## src/rtl/hacd_pkg.sv

```systemverilog
// hacd_pkg: shared widths, page geometry and debug types for the HACD page engines
`ifndef HACD_AXI4_DATA_WIDTH
`define HACD_AXI4_DATA_WIDTH 512
`endif
package hacd_pkg;
  localparam int HACD_DATA_WIDTH = `HACD_AXI4_DATA_WIDTH;
  localparam int HACD_LINES_PER_PAGE = 64;
  localparam int HACD_LINES_PER_CHUNK = 16;
  localparam int HACD_META_VEC_W = 4;
  localparam int HACD_MIN_ZERO_CHUNKS = 3;
  typedef enum logic [2:0] {
    DS_IDLE, DS_RD_META, DS_CHECK_META, DS_EXPAND, DS_DONE, DS_BUS_ERROR
  } decomp_state_e;
  typedef struct packed {
    logic [2:0] state;
    logic [6:0] out_cnt;
    logic [HACD_META_VEC_W-1:0] zero_chunk_vec;
    logic [1:0] data_chunk;
    logic hold_vld;
  } debug_decompressor;
  // the stored chunk is the lowest non-zero one; an all-zero page keeps its lines in chunk 0
  function automatic logic [1:0] first_data_chunk(input logic [HACD_META_VEC_W-1:0] vec);
    return !vec[0] ? 2'd0 : !vec[1] ? 2'd1 : !vec[2] ? 2'd2 : !vec[3] ? 2'd3 : 2'd0;
  endfunction
endpackage

```

## src/rtl/hacd_decompressor.sv

```systemverilog
// hacd_decompressor: expands a metadata line plus one stored chunk back into a 64-line page
module hacd_decompressor
  import hacd_pkg::*;
#(
  parameter int DATA_WIDTH = HACD_DATA_WIDTH,
  parameter int LINES_PER_PAGE = HACD_LINES_PER_PAGE,
  parameter int LINES_PER_CHUNK = HACD_LINES_PER_CHUNK,
  parameter int MIN_ZERO_CHUNKS = HACD_MIN_ZERO_CHUNKS
) (
  input  logic clk_i,
  input  logic rst_i,
  input  logic decomp_start,
  input  logic rdfifo_empty,
  output logic rd_req,
  input  logic [DATA_WIDTH-1:0] rd_data,
  input  logic [1:0] rd_rresp,
  input  logic rd_valid,
  input  logic wrfifo_full,
  output logic wr_req,
  output logic [DATA_WIDTH-1:0] wr_data,
  output logic decomp_done,
  output logic meta_err,
  output logic bus_err,
  output debug_decompressor debug_decomp
);
  localparam logic [2:0] IDLE = DS_IDLE;
  localparam logic [2:0] RD_META = DS_RD_META;
  localparam logic [2:0] CHECK_META = DS_CHECK_META;
  localparam logic [2:0] EXPAND = DS_EXPAND;
  localparam logic [2:0] DONE = DS_DONE;
  localparam logic [2:0] BUS_ERROR = DS_BUS_ERROR;
  logic [2:0] state;
  logic [6:0] out_cnt;
  logic [3:0] vec;
  logic [1:0] data_chunk;
  logic meta_hi;
  logic [DATA_WIDTH-1:0] hold;
  logic hold_vld;
  logic rd_pend;
  logic rd_ok;
  logic rresp_bad;
  logic zero_line;
  logic meta_bad;
  logic need_rd;
  assign rd_ok = rd_valid && rd_pend;
  assign rresp_bad = rd_rresp != 2'd0;
  assign zero_line = 2'(out_cnt / 7'(LINES_PER_CHUNK)) != data_chunk;
  assign meta_bad = meta_hi || $countones(vec) < MIN_ZERO_CHUNKS;
  assign need_rd = state == RD_META || (state == EXPAND && !zero_line && !hold_vld);
  assign rd_req = need_rd && !rd_pend && !rdfifo_empty;
  // the hold register is cleared on every push, so it doubles as the zero line source
  assign wr_req = state == EXPAND && (zero_line || hold_vld) && !wrfifo_full;
  assign wr_data = hold;
  assign decomp_done = state == DONE;
  assign meta_err = state == CHECK_META && meta_bad;
  assign bus_err = state == BUS_ERROR;
  assign debug_decomp = '{state: state, out_cnt: out_cnt, zero_chunk_vec: vec,
                          data_chunk: data_chunk, hold_vld: hold_vld};
  // page FSM, single outstanding read tracking and the one-line hold register
  always_ff @(posedge clk_i or posedge rst_i) begin
    if (rst_i) begin
      state <= IDLE;
      out_cnt <= '0;
      vec <= '0;
      data_chunk <= '0;
      meta_hi <= 1'b0;
      hold <= '0;
      hold_vld <= 1'b0;
      rd_pend <= 1'b0;
    end else begin
      rd_pend <= rd_req ? 1'b1 : rd_ok ? 1'b0 : rd_pend;
      case (state)
        IDLE: if (decomp_start && !rdfifo_empty) begin
          out_cnt <= '0;
          vec <= '0;
          data_chunk <= '0;
          state <= RD_META;
        end
        RD_META: if (rd_ok) begin
          vec <= rd_data[3:0];
          meta_hi <= |rd_data[DATA_WIDTH-1:4];
          state <= rresp_bad ? BUS_ERROR : CHECK_META;
        end
        CHECK_META: begin
          data_chunk <= first_data_chunk(vec);
          out_cnt <= '0;
          state <= meta_bad ? IDLE : EXPAND;
        end
        EXPAND: begin
          if (rd_ok && rresp_bad) state <= BUS_ERROR;
          else if (rd_ok) begin
            hold <= rd_data;
            hold_vld <= 1'b1;
          end
          if (wr_req) begin
            hold <= '0;
            hold_vld <= 1'b0;
            out_cnt <= out_cnt + 7'd1;
            if (out_cnt == 7'(LINES_PER_PAGE - 1)) state <= DONE;
          end
        end
        DONE: if (!decomp_start) state <= IDLE;
        BUS_ERROR: state <= BUS_ERROR;
        default: state <= IDLE;
      endcase
    end
  end
endmodule

```

## config.mk

```make
export PLATFORM = sky130hd
export DESIGN_NAME = hacd_decompressor
export DESIGN_NICKNAME = d
export VERILOG_FILES = /design/src/rtl/hacd_pkg.sv /design/src/rtl/hacd_decompressor.sv
export SDC_FILE = /design/constraint.sdc
export NUM_CORES = 1
export LEC_CHECK = 0
export ABC_AREA = 1
export ABC_CLOCK_PERIOD_IN_PS = 33700
export CORE_AREA = 8 8 405 407
export DETAILED_ROUTE_END_ITERATION = 8
export DIE_AREA = 0 0 413 415
export SLEW_MARGIN = 10
export SYNTH_ARGS = -nofsm -noshare
export SYNTH_HDL_FRONTEND = slang
export SYNTH_SLANG_ARGS = --single-unit
```

## constraint.sdc

```tcl
create_clock -name clk_i -period 33.7 [get_ports clk_i]
set_clock_uncertainty 0.2 [all_clocks]
set_input_delay 5.055 -clock clk_i [delete_from_list [all_inputs] [get_ports clk_i]]
set_output_delay 5.055 -clock clk_i [all_outputs]
set_load 0.005 [all_outputs]
```

Yosys cells after proc, flatten, opt, wreduce, memory -nomap -nowiden
Index checks and enable logic that the tools add are counted.
Cells by class
  add/subtract/negate cells: 4
  magnitude comparators: 1
  equal/unequal tests: 12
  mux-type cells: 29
  reductions and logical operators: 32
Operator list (number)
  $mux 512: 3
  $reduce_or 508->1: 1
  $mux 3: 7
  $pmux 7 s3: 1
  $pmux 3 s6: 1
  $mux 7: 2
  $mux 2: 6
  $reduce_and 3->1: 4
  $logic_and 1x1->1: 10
  $ne 2x2->1 const B: 5
  $reduce_bool 2->1: 5
  $mux 4: 2
  $pmux 4 s2: 1
  $add 7x1->7 const B: 1
  $eq 7x6->1 const B: 1
  $eq 3x2->1 const B: 2
  $eq 3x3->1 const B: 2
  $logic_not 1->1: 5
  $mux 1: 5
  $add 1x1->2: 2
  $pmux 2 s2: 1
  $reduce_and 2->1: 2
  $add 2x2->3: 1
  $eq 3x1->1 const B: 1
  5 further kinds: 7
Word-level totals
  register bits: 531
  input bits: 520
  output and inout port bits: 534

Logic depth before layout (Yosys ltp)
Gate-level depths: netlist of the first run.
  word-level depth: 8
  gate-level depth with buffers: 11
  mapped depth without buffers: 11

Least setup slack after synthesis of the first run
No wires, ideal clock.
  kind: input to output
  start: input wrfifo_full
  end: output wr_req
  arrival time: 5.821 ns
  setup slack: 22.624 ns
  cell stages on the path: 5
  path through: inv_1 -> nand3_2 -> clkbuf_1 -> buf_1 -> inv_1
Between the ends
  cells in the longest elaborated chain, start to end: 2
RTL lines
  start: declaration: line hacd_decompressor.sv:18  | input logic wrfifo_full,
  $logic_not 1->1: line hacd_decompressor.sv:52  | assign wr_req = state == EXPAND && (zero_line || hold_vld) && !wrfifo_full;
  $logic_and 1x1->1: line hacd_decompressor.sv:52
  end: declaration: line hacd_decompressor.sv:19  | output logic wr_req,
Every way passes these cells.

Worst setup path in the final report of the first run
Same ends and word-level chain as after synthesis.

==> results of run 1 <==
==> area by class of cell <==
| cell class | count | share of cell area [%] |
|---|---|---|
| Sequential cell | 531 | 34.58 |
| Inverter | 264 | 2.618 |
| Tap cell | 2072 | 6.746 |
| Clock inverter | 25 | 0.8205 |
| Timing Repair Buffer | 1084 | 28.13 |
| Multi-Input combinational cell | 1790 | 21.68 |
| Antenna cell | 17 | 0.1107 |
| Clock buffer | 102 | 5.314 |
==> cells by family (layout without fill, tap and decap cells) <==
kind of cell	after synthesis	in the layout	synth area share [%]
AOI/OAI and AO/OA	263	263	5.671
adders and majority gates	4	4	0.2454
and+or+nand+nor	1520	1520	29.42
xor gates and xnor gates	3	3	0.1121
other	0	17	0
buffers and inverters	466	1475	7.891
DFF	531	531	56.66
==> sequential cells by signal, indices dropped and copies added, names as in the netlist <==
name and count:
vec 4, wr_data 512, hold_vld 1, meta_hi 1
rd_pend 1, state 3, out_cnt 7, data_chunk 2
==> synth_stat cells <==
cell | instances | area [um^2]
nand3_1 | 857 | 4289
dfrtp_1 | 531 | 13290
nand2_1 | 386 | 1449
inv_1 | 260 | 975.9
nor2_1 | 234 | 878.3
o21ai_1 | 230 | 1151
buf_1 | 92 | 345.3
buf_2 | 78 | 390.4
nand4_1 | 34 | 212.7
clkbuf_1 | 31 | 116.4
o21ai_0 | 15 | 75.07
a21oi_1 | 9 | 45.04
o22ai_1 | 5 | 31.28
inv_2 | 4 | 15.01
nor3_1 | 4 | 20.02
ha_1 | 3 | 37.54
a31oi_1 | 2 | 12.51
xor2_1 | 2 | 17.52
a21o_1 | 1 | 7.510
buf_4 | 1 | 7.510
fa_1 | 1 | 20.02
nand3_2 | 1 | 10.01
nor2_4 | 1 | 11.26
nor3_4 | 1 | 16.27
nor4_1 | 1 | 6.260
o21a_1 | 1 | 7.510
or2_2 | 1 | 6.260
xnor2_1 | 1 | 8.760
==> routing by layer <==
metal / vias up / GRT usage [%] / routed length, um
met5: - / 0 / 108
li1: 11170 / - / -
met1: 12620 / 20.83 / 60360
met2: 1294 / 24.96 / 65510
met3: 198 / 5.705 / 14760
met4: 20 / 4.790 / 4366
==> critical path, delay by kind of cell <==
family / cells / cell delay [ps]
buf+inv: 4 / 1290
simple gates: 1 / 340
==> power breakdown <==
group / switching [mW] / total (mW) / internal (mW)
Clock: 0.329 / 0.772 / 0.443
Combinational: 0.193 / 0.403 / 0.210
Sequential: 0.0437 / 0.746 / 0.703
Total: 0.566 / 1.92 / 1.36
==> final timing paths <==
path,start,endpoint,slack (ps),cells after the start
min in group asynchronous,rst_i,wr_data[412],4760,2
max in group asynchronous,rst_i,wr_data[137],25510,5
hold / removal,wr_data[511],wr_data[511],300,2
setup reg to reg,data_chunk[1],wr_data[34],28640,11
hold reg to reg,wr_data[511],wr_data[511],300,2
setup / recovery,wrfifo_full,wr_req,21760,5
==> summary.md, run 1 <==
| Metric | Value |
|---|---|
| Status | `complete, no violations` |
| H-tree depth | `3` |
| IO Pins | `1054` |
| Crit-path max FO | `29` |
| Arrival @ worst endpoint | `6680 ps` |
| Routed vias/inst | `4.300` |
| VDD IR max | `0.03654 mV` |
| Clk Latency, worst-skew pair | `640 ps` |
| WHS | `297.8 ps` |
| Crit path time final | `11940 ps` |
| Final non-filler cell total | `5885` |
| Total grt overflow | `0` |
| Setup Buffers After CTS | `0` |
| Max Clock Freq | `0.08378 GHz` |
| Unrepaired setup endpoints after global routing | `no` |
| CP startpoint kind | `primary input` |
| Post-Syn Nets | `3311` |
| Warnings from Yosys | `0` |
| Die width | `413 um` |
| Crit path capture type | `output port` |
| Final Instance Area | `0.03843 mm^2` |
| Area taken by flip-flops and latches | `0.01329 mm^2` |
| Mapped Area | `0.02345 mm^2` |
| Crit-path cells | `clkdlybuf4s50_1 -> inv_1 -> nand3_4 -> inv_1 -> clkdlybuf4s50_1` |
| Largest net degree at the start of global routing | `215` |
| Wire length per cell | `24.66 um` |
| Hold_buf cts | `0` |
| DP Cell Count | `5741` |
| # port buffers | `1053` |
| Full die area | `0.1714 mm^2` |
| Most frequent cells in the layout | `clkdlybuf4s50_1 (1053), nand3_1 (857), dfrtp_1 (531)` |
| CP Data Required Time | `28440 ps` |
| CTS tree | `yes` |
| Routed Antenna Nets | `0` |
| Clk buf depth | `3` |
| Vias post-DR | `25310` |
| Post-Syn Instances | `2787` |
| Starting Density | `14.89%` |
| DRC viols | `0` |
| Cts repair resizes | `0` |
| Dpl cell area | `0.03603 mm^2` |
| Worst-Margin Slew | `1394 ps` |
| Root Driver | `clkbuf_16` |
| Total Neg Setup Slack | `0 ps` |
| PwrDens | `50.02 mW/mm^2` |
| Maxcap violations | `0` |
| Final hold vios | `0` |
| Layout fillers | `17110` |
| Die Ht | `415 um` |
| Initial antenna violation count | `27` |
| Count of pins over their slew limit | `0` |
| GP Congestion | `0.9433` |
| Final wirelength | `145100 um` |
| Setup CP Type | `in -> out` |
| Area grow syn2layout | `63.87%` |
| Slew HR | `7.034%` |
| Commonest non-fill, non-tap cell in the layout | `clkdlybuf4s50_1` |
| Netlist cell types | `28` |
| Number of global-route vias before repair | `24880` |
| Drt first pass iters | `5` |
| Setup slack after layout | `21760 ps` |
| Final setup viols | `0` |
| Dpl ws | `21770 ps` |
| Leakage | `17.40 nW` |
| Total CTS buffers | `70` |
| Final worst-path cycle share | `35.42%` |
| Post-synthesis sequential area ratio | `56.66%` |
| CP peak stage delay | `550 ps` |
| Total track usage | `16.04%` |
| 1st-iter DRT viols | `2697` |
| Synthesized flop and latch total | `531` |
| First-pass GRT wire length | `199500 um` |
| Synthesized area per cell | `8.415 um^2` |
| Share of cells above drive strength 1 | `4.083%` |
| Fin util | `24.40%` |
| Row count | `146` |
| # clock sinks | `531` |
| CP max stage cell | `clkdlybuf4s50_1` |
| # nets final | `4265` |
| Core Area | `0.1575 mm^2` |
| Total chip power | `1.922 mW` |
| Area occupied by multi-input gates | `0.008333 mm^2` |
| Clock-pin slew on the worst setup and hold paths | `50 ps` |
| DP Wirelength | `113800 um` |
| HP Class | `reg -> reg` |
(Power assumes the default switching activity.)
==> run 2, diff against run 1 <==
--- a/config.mk
+++ b/config.mk
@@ -6,10 +6,10 @@
 export NUM_CORES = 1
 export LEC_CHECK = 0
 export ABC_AREA = 1
-export ABC_CLOCK_PERIOD_IN_PS = 33700
-export CORE_AREA = 8 8 405 407
+export ABC_CLOCK_PERIOD_IN_PS = 10150
+export CORE_AREA = 8 8 408 410
 export DETAILED_ROUTE_END_ITERATION = 8
-export DIE_AREA = 0 0 413 415
+export DIE_AREA = 0 0 416 418
 export SLEW_MARGIN = 10
 export SYNTH_ARGS = -nofsm -noshare
 export SYNTH_HDL_FRONTEND = slang
==> constraint.sdc (replaced) <==
create_clock -name clk_i -period 10.15 [get_ports clk_i]
set_clock_uncertainty 0.2 [all_clocks]
set_input_delay 1.5225 -clock clk_i [delete_from_list [all_inputs] [get_ports clk_i]]
set_output_delay 1.5225 -clock clk_i [all_outputs]
set_load 0.005 [all_outputs]
==> run 2 against run 1 <==
Clock power grew to 3.6 times the previous value. Register-to-register slack worse by 23000 ps. First-iteration DRC count shrank 22%. Via count fell by 2.9%. Cell area is 0.48% higher. Final cell count barely moved. Largest cell class unchanged. Largest power group unchanged.
==> summary.md, run 2 (synthesis gave the netlist of run 1 again) <==
| Metric | Value |
|---|---|
| GR Util met3 | `5.357%` |
| Switching share of power | `28.57%` |
| Total Neg Setup Slack | `0 ps` |
| Setup Buffers After CTS | `0` |
| Pint | `4.708 mW` |
| Met2 Use GR | `28.04%` |
| Crit path capture type | `output port` |
| Drt first pass iters | `6` |
| Routed vias/inst | `4.173` |
| Number of global-route vias before repair | `24420` |
| Crit-path max FO | `50` |
| Arrival @ worst endpoint | `3500 ps` |
| Unrepaired setup endpoints after global routing | `no` |
| Starting Density | `14.69%` |
| HP Start | `wr_data[334]` |
| Maxcap violations | `0` |
| Seq pwr share | `37.6%` |
| Final hold vios | `0` |
| Most frequent cells in the layout | `clkdlybuf4s50_1 (1053), nand3_1 (857), dfrtp_1 (531)` |
| Busiest grt layer | `met2` |
| Launching point of the worst reg2reg path | `state[2]` |
| Slew HR | `14.89%` |
| Sw Pwr | `1.883 mW` |
| Commonest non-fill, non-tap cell in the layout | `clkdlybuf4s50_1` |
| Die width | `416 um` |
| Routed Antenna Nets | `0` |
| # nets final | `4258` |
| Worst Setup SP | `wrfifo_full` |
| CTS tree | `yes` |
| Vias post-DR | `24570` |
| DP Cell Count | `5745` |
| Final wirelength | `146100 um` |
| Final worst-path cycle share | `51.48%` |
| Share of cells above drive strength 1 | `4.191%` |
| Total grt overflow | `0` |
| First-pass GRT wire length | `198900 um` |
| PwrDens | `170.7 mW/mm^2` |
| # port buffers | `1053` |
| Final non-filler cell total | `5886` |
| Wire length per cell | `24.81 um` |
| Worst-Margin Slew | `1277 ps` |
| DP Wirelength | `113100 um` |
| Gate power share | `19.8%` |
| Full die area | `0.1739 mm^2` |
| Status | `complete, no violations` |
| Root Driver | `clkbuf_16` |
| Row count | `147` |
| Initial antenna violation count | `16` |
| Leakage | `17.47 nW` |
| VDD IR max | `0.1220 mV` |
| DRC viols | `0` |
| Core Area | `0.1596 mm^2` |
| Clock-pin slew on the worst setup and hold paths | `50 ps` |
| Max Clock Freq | `0.1914 GHz` |
| Max FFs per register | `512` |
| HP Class | `reg -> reg` |
| Clk Latency, worst-skew pair | `640 ps` |
| Total track usage | `15.83%` |
| Crit path time final | `5225 ps` |
| Area grow syn2layout | `64.65%` |
| Met1 Resource Use GR | `18.20%` |
| Largest net degree at the start of global routing | `243` |
| 1st-iter DRT viols | `2099` |
| Clk buf depth | `3` |
| IO Pins | `1054` |
| Total CTS buffers | `73` |
| WHS | `302.5 ps` |
| CP startpoint kind | `primary input` |
| # clock sinks | `531` |
| GP Congestion | `0.9197` |
| Hold_buf cts | `0` |
| Final setup viols | `0` |
| Setup CP Type | `in -> out` |
| Count of pins over their slew limit | `0` |
| Cts repair resizes | `0` |
| CP Data Required Time | `8430 ps` |
| Clock power frac | `42.7%` |
| H-tree depth | `3` |
| Die Ht | `418 um` |
==> run 2: cell types whose count changed in the layout (fill, tap and decap cells not counted), moves of 3 or more <==
| cell | delta |
|---|---|
| buf_4 | -14 |
| diode_2 | -11 |
| bufinv_16 | +8 |
| clkbuf_1 | -7 |
| clkbuf_8 | -5 |
| clkinvlp_4 | +5 |
| buf_12 | +4 |
| clkbuf_16 | +3 |
| clkinv_16 | -3 |
| clkinv_2 | +3 |
==> run 2: cell type report <==
cell class / instances / area [um^2]
inverter: 264 / 1002
antenna: 6 / 15.01
tap: 2086 / 2610
multi-input combinational: 1790 / 8334
clock inverter: 42 / 556.8
fill: 17450 / 121000
clock buffer: 93 / 2022
timing repair buffer: 1074 / 10790
sequential: 531 / 13290
==> run 2: power groups by stage <==
stage	Clock, mW	Combinational, mW	Sequential (mW)
global placement	0	1.33	2.50
CTS	2.92	1.34	2.47
detailed placement	0	1.33	2.51
global route	2.99	1.41	2.50
floorplan	0	0.351	2.51
finish	2.81	1.30	2.48
==> run 2: worst paths after layout <==
kind / end / slack [ps] / cells past startpoint
worst max-delay path: wr_req / 4930 / 5
worst min-delay path: wr_data[334] / 300 / 2
worst max register to register: wr_data[428] / 5710 / 8
worst min register to register: wr_data[334] / 300 / 2
max in group asynchronous: wr_data[261] / 6830 / 4
min in group asynchronous: wr_data[404] / 930 / 2
==> run 2: through the flow <==
step | area (um^2) | utilization [%] | power, mW | setup WS [ps]
floorplan | 23460 | - | 2.858 | 1209
global placement | 36020 | 22.56 | 3.828 | 4326
global route | 38610 | 24.19 | 6.900 | 4718
detailed placement | 36020 | 22.56 | 3.839 | 4371
finish | 38610 | 24.19 | 6.591 | 4925
CTS | 38600 | 24.18 | 6.727 | 4827
==> run 2: worst max-delay path, cell delays in order <==
cell and delay (ps):
clkdlybuf4s50_1 520, inv_1 170, nand3_4 520, inv_1 190
clkdlybuf4s50_1 530
==> run 2: metal layers <==
layer / vias up / part of all wire [%]
met5: - / 0.0048
met4: 2 / 3.0
met3: 190 / 8.3
met2: 1033 / 51
met1: 12180 / 38
li1: 11160 / -
==> run 3, diff against run 2 <==
--- a/config.mk
+++ b/config.mk
@@ -6,10 +6,10 @@
 export NUM_CORES = 1
 export LEC_CHECK = 0
 export ABC_AREA = 1
-export ABC_CLOCK_PERIOD_IN_PS = 10150
-export CORE_AREA = 8 8 408 410
+export ABC_CLOCK_PERIOD_IN_PS = 5400
+export CORE_AREA = 8 8 400 402
 export DETAILED_ROUTE_END_ITERATION = 8
-export DIE_AREA = 0 0 416 418
+export DIE_AREA = 0 0 408 410
 export SLEW_MARGIN = 10
 export SYNTH_ARGS = -nofsm -noshare
 export SYNTH_HDL_FRONTEND = slang
==> constraint.sdc (replaced) <==
create_clock -name clk_i -period 5.4 [get_ports clk_i]
set_clock_uncertainty 0.2 [all_clocks]
set_input_delay 0.81 -clock clk_i [delete_from_list [all_inputs] [get_ports clk_i]]
set_output_delay 0.81 -clock clk_i [all_outputs]
set_load 0.005 [all_outputs]
==> run 3 against run 2 <==
Hold slack improved by 2.3 ps. Non-clock buffer count increased by 28. Sequential power is 90% higher. Combinational power grew 96%. Largest power group is now sequential cells. Clock power increased by 67%. Worst setup slack worse by 3700 ps. Cell area fell by 0.18%. Register-to-register slack got worse by 3500 ps. Sequential share of layout area grew 0.064 points. Via count rose by 3.3%.
==> summary.md, run 3 (synthesis gave the netlist of run 1 again) <==
| Metric | Value |
|---|---|
| Crit path capture type | `output port` |
| CP max stage cell | `clkdlybuf4s50_1` |
| PwrDens | `309.5 mW/mm^2` |
| Status | `complete, no violations` |
| Dpl cell area | `0.03628 mm^2` |
| Row count | `144` |
| Total CTS buffers | `68` |
| Full die area | `0.1673 mm^2` |
| Area occupied by multi-input gates | `0.008341 mm^2` |
| Crit path time final | `4201 ps` |
| Wire length per cell | `25.55 um` |
| WHS | `304.8 ps` |
| Final worst-path cycle share | `77.79%` |
| 1st-iter DRT viols | `2589` |
| Total grt overflow | `0` |
| Most frequent cells in the layout | `clkdlybuf4s50_1 (1053), nand3_1 (857), dfrtp_1 (531)` |
| # clock sinks | `531` |
| Maxcap violations | `0` |
| Total track usage | `16.92%` |
| GP Congestion | `0.9466` |
| Hold_buf cts | `0` |
| Count of pins over their slew limit | `0` |
| Setup Buffers After CTS | `0` |
| Initial antenna violation count | `35` |
| Commonest non-fill, non-tap cell in the layout | `clkdlybuf4s50_1` |
| First-pass GRT wire length | `204700 um` |
| Final Instance Area | `0.03854 mm^2` |
| Crit-path cells | `inv_1 -> fa_1 -> inv_1 -> ha_1 -> ha_1 -> a21o_1 -> a21oi_1 -> clkdlybuf4s50_1` |
| Final wirelength | `149700 um` |
| CP peak stage delay | `700 ps` |
| Final hold vios | `0` |
| Share of cells above drive strength 1 | `4.258%` |
| CP startpoint kind | `register` |
| HP Class | `reg -> reg` |
| Routed vias/inst | `4.333` |
| Worst-Margin Slew | `1103 ps` |
| Area grow syn2layout | `64.35%` |
| Max Clock Freq | `0.2381 GHz` |
| VDD IR max | `0.1978 mV` |
| Unrepaired setup endpoints after global routing | `no` |
| Slew HR | `26.48%` |
| H-tree depth | `3` |
| Layout fillers | `16650` |
| Final setup viols | `0` |
| CP Data Required Time | `4390 ps` |
| Vias post-DR | `25380` |
| Max FFs per register | `512` |
| Cts repair resizes | `0` |
| Die Ht | `410 um` |
| Routed Antenna Nets | `0` |
| Number of global-route vias before repair | `25060` |
| Crit-path max FO | `3` |
| IO Pins | `1054` |
| Root Driver | `clkbuf_16` |
| Drt first pass iters | `5` |
| Arrival @ worst endpoint | `3190 ps` |
| Leakage | `17.48 nW` |
| Die width | `408 um` |
| DRC viols | `0` |
| Reg2Reg Setup Slack | `2200 ps` |
| Clk buf depth | `3` |
| Starting Density | `15.29%` |
| CTS tree | `yes` |
| Clock-pin slew on the worst setup and hold paths | `60 ps` |
| # port buffers | `1053` |
| Area taken by flip-flops and latches | `0.01329 mm^2` |
| # nets final | `4281` |
| Clk Latency, worst-skew pair | `650 ps` |
| Largest net degree at the start of global routing | `182` |
| Core Area | `0.1533 mm^2` |
| DP Wirelength | `119300 um` |
| Setup CP Type | `reg -> out` |
[run 3: cell types whose count changed in the layout (fill, tap and decap cells not counted), sizes merged]
cell      change
buf          +28
bufinv        -6
clkbuf        +5
clkinv        -7
clkinvlp      -4
diode         +3
inv           -5
[run 3: final cells by class]
class	instances	area share, %
antenna	9	0.05843
tap	2044	6.635
clock buffer	98	5.048
sequential	531	34.48
inverter	264	2.600
clock inverter	20	0.7531
timing repair buffer	1102	28.79
multi-input combinational	1790	21.64
[run 3: worst paths after layout]
path                           endpoint         start  depth (start not counted)
min in group asynchronous  wr_data[430]         rst_i                          2
min reg2reg                wr_data[297]  wr_data[297]                          2
min                        wr_data[297]  wr_data[297]                          2
max reg2reg                wr_data[107]      state[2]                          9
max                            meta_err        vec[0]                          8
max in group asynchronous  wr_data[252]         rst_i                          4
[run 3: routing by layer]
layer  share of wire (%)  GRT usage, %
met4                 2.5         4.653
met2                  46         26.92
met5                0.13             0
met3                 9.7         5.693
met1                  42         21.89
[run 3: where the power goes]
part	internal, mW	switching, mW	leakage [nW]
Clock	2.72	1.97	1.09
Sequential	4.39	0.311	7.38
Combinational	1.31	1.23	9.01
Total	8.41	3.51	17.5
[run 3: worst max-delay path, delay by kind of cell (launching register included)]
family / cells / cell delay [ps]
compound gates: 2 / 340
fa+ha+maj: 3 / 990
buf+inv: 3 / 830
flops: 1 / 390
[run 3: metrics by stage]
stage	power [mW]	TNS (ps)	utilization, %	cells	setup WS (ps)
after floorplan	5.373	-1501710	-	2787	-2828
after global placement	7.299	0	23.66	5731	1095
after detailed placement	7.319	0	23.66	5731	1573
after CTS	12.09	0	25.12	5849	1024
after global routing	12.42	0	25.13	5851	963.8
final	11.93	0	25.14	5858	1199
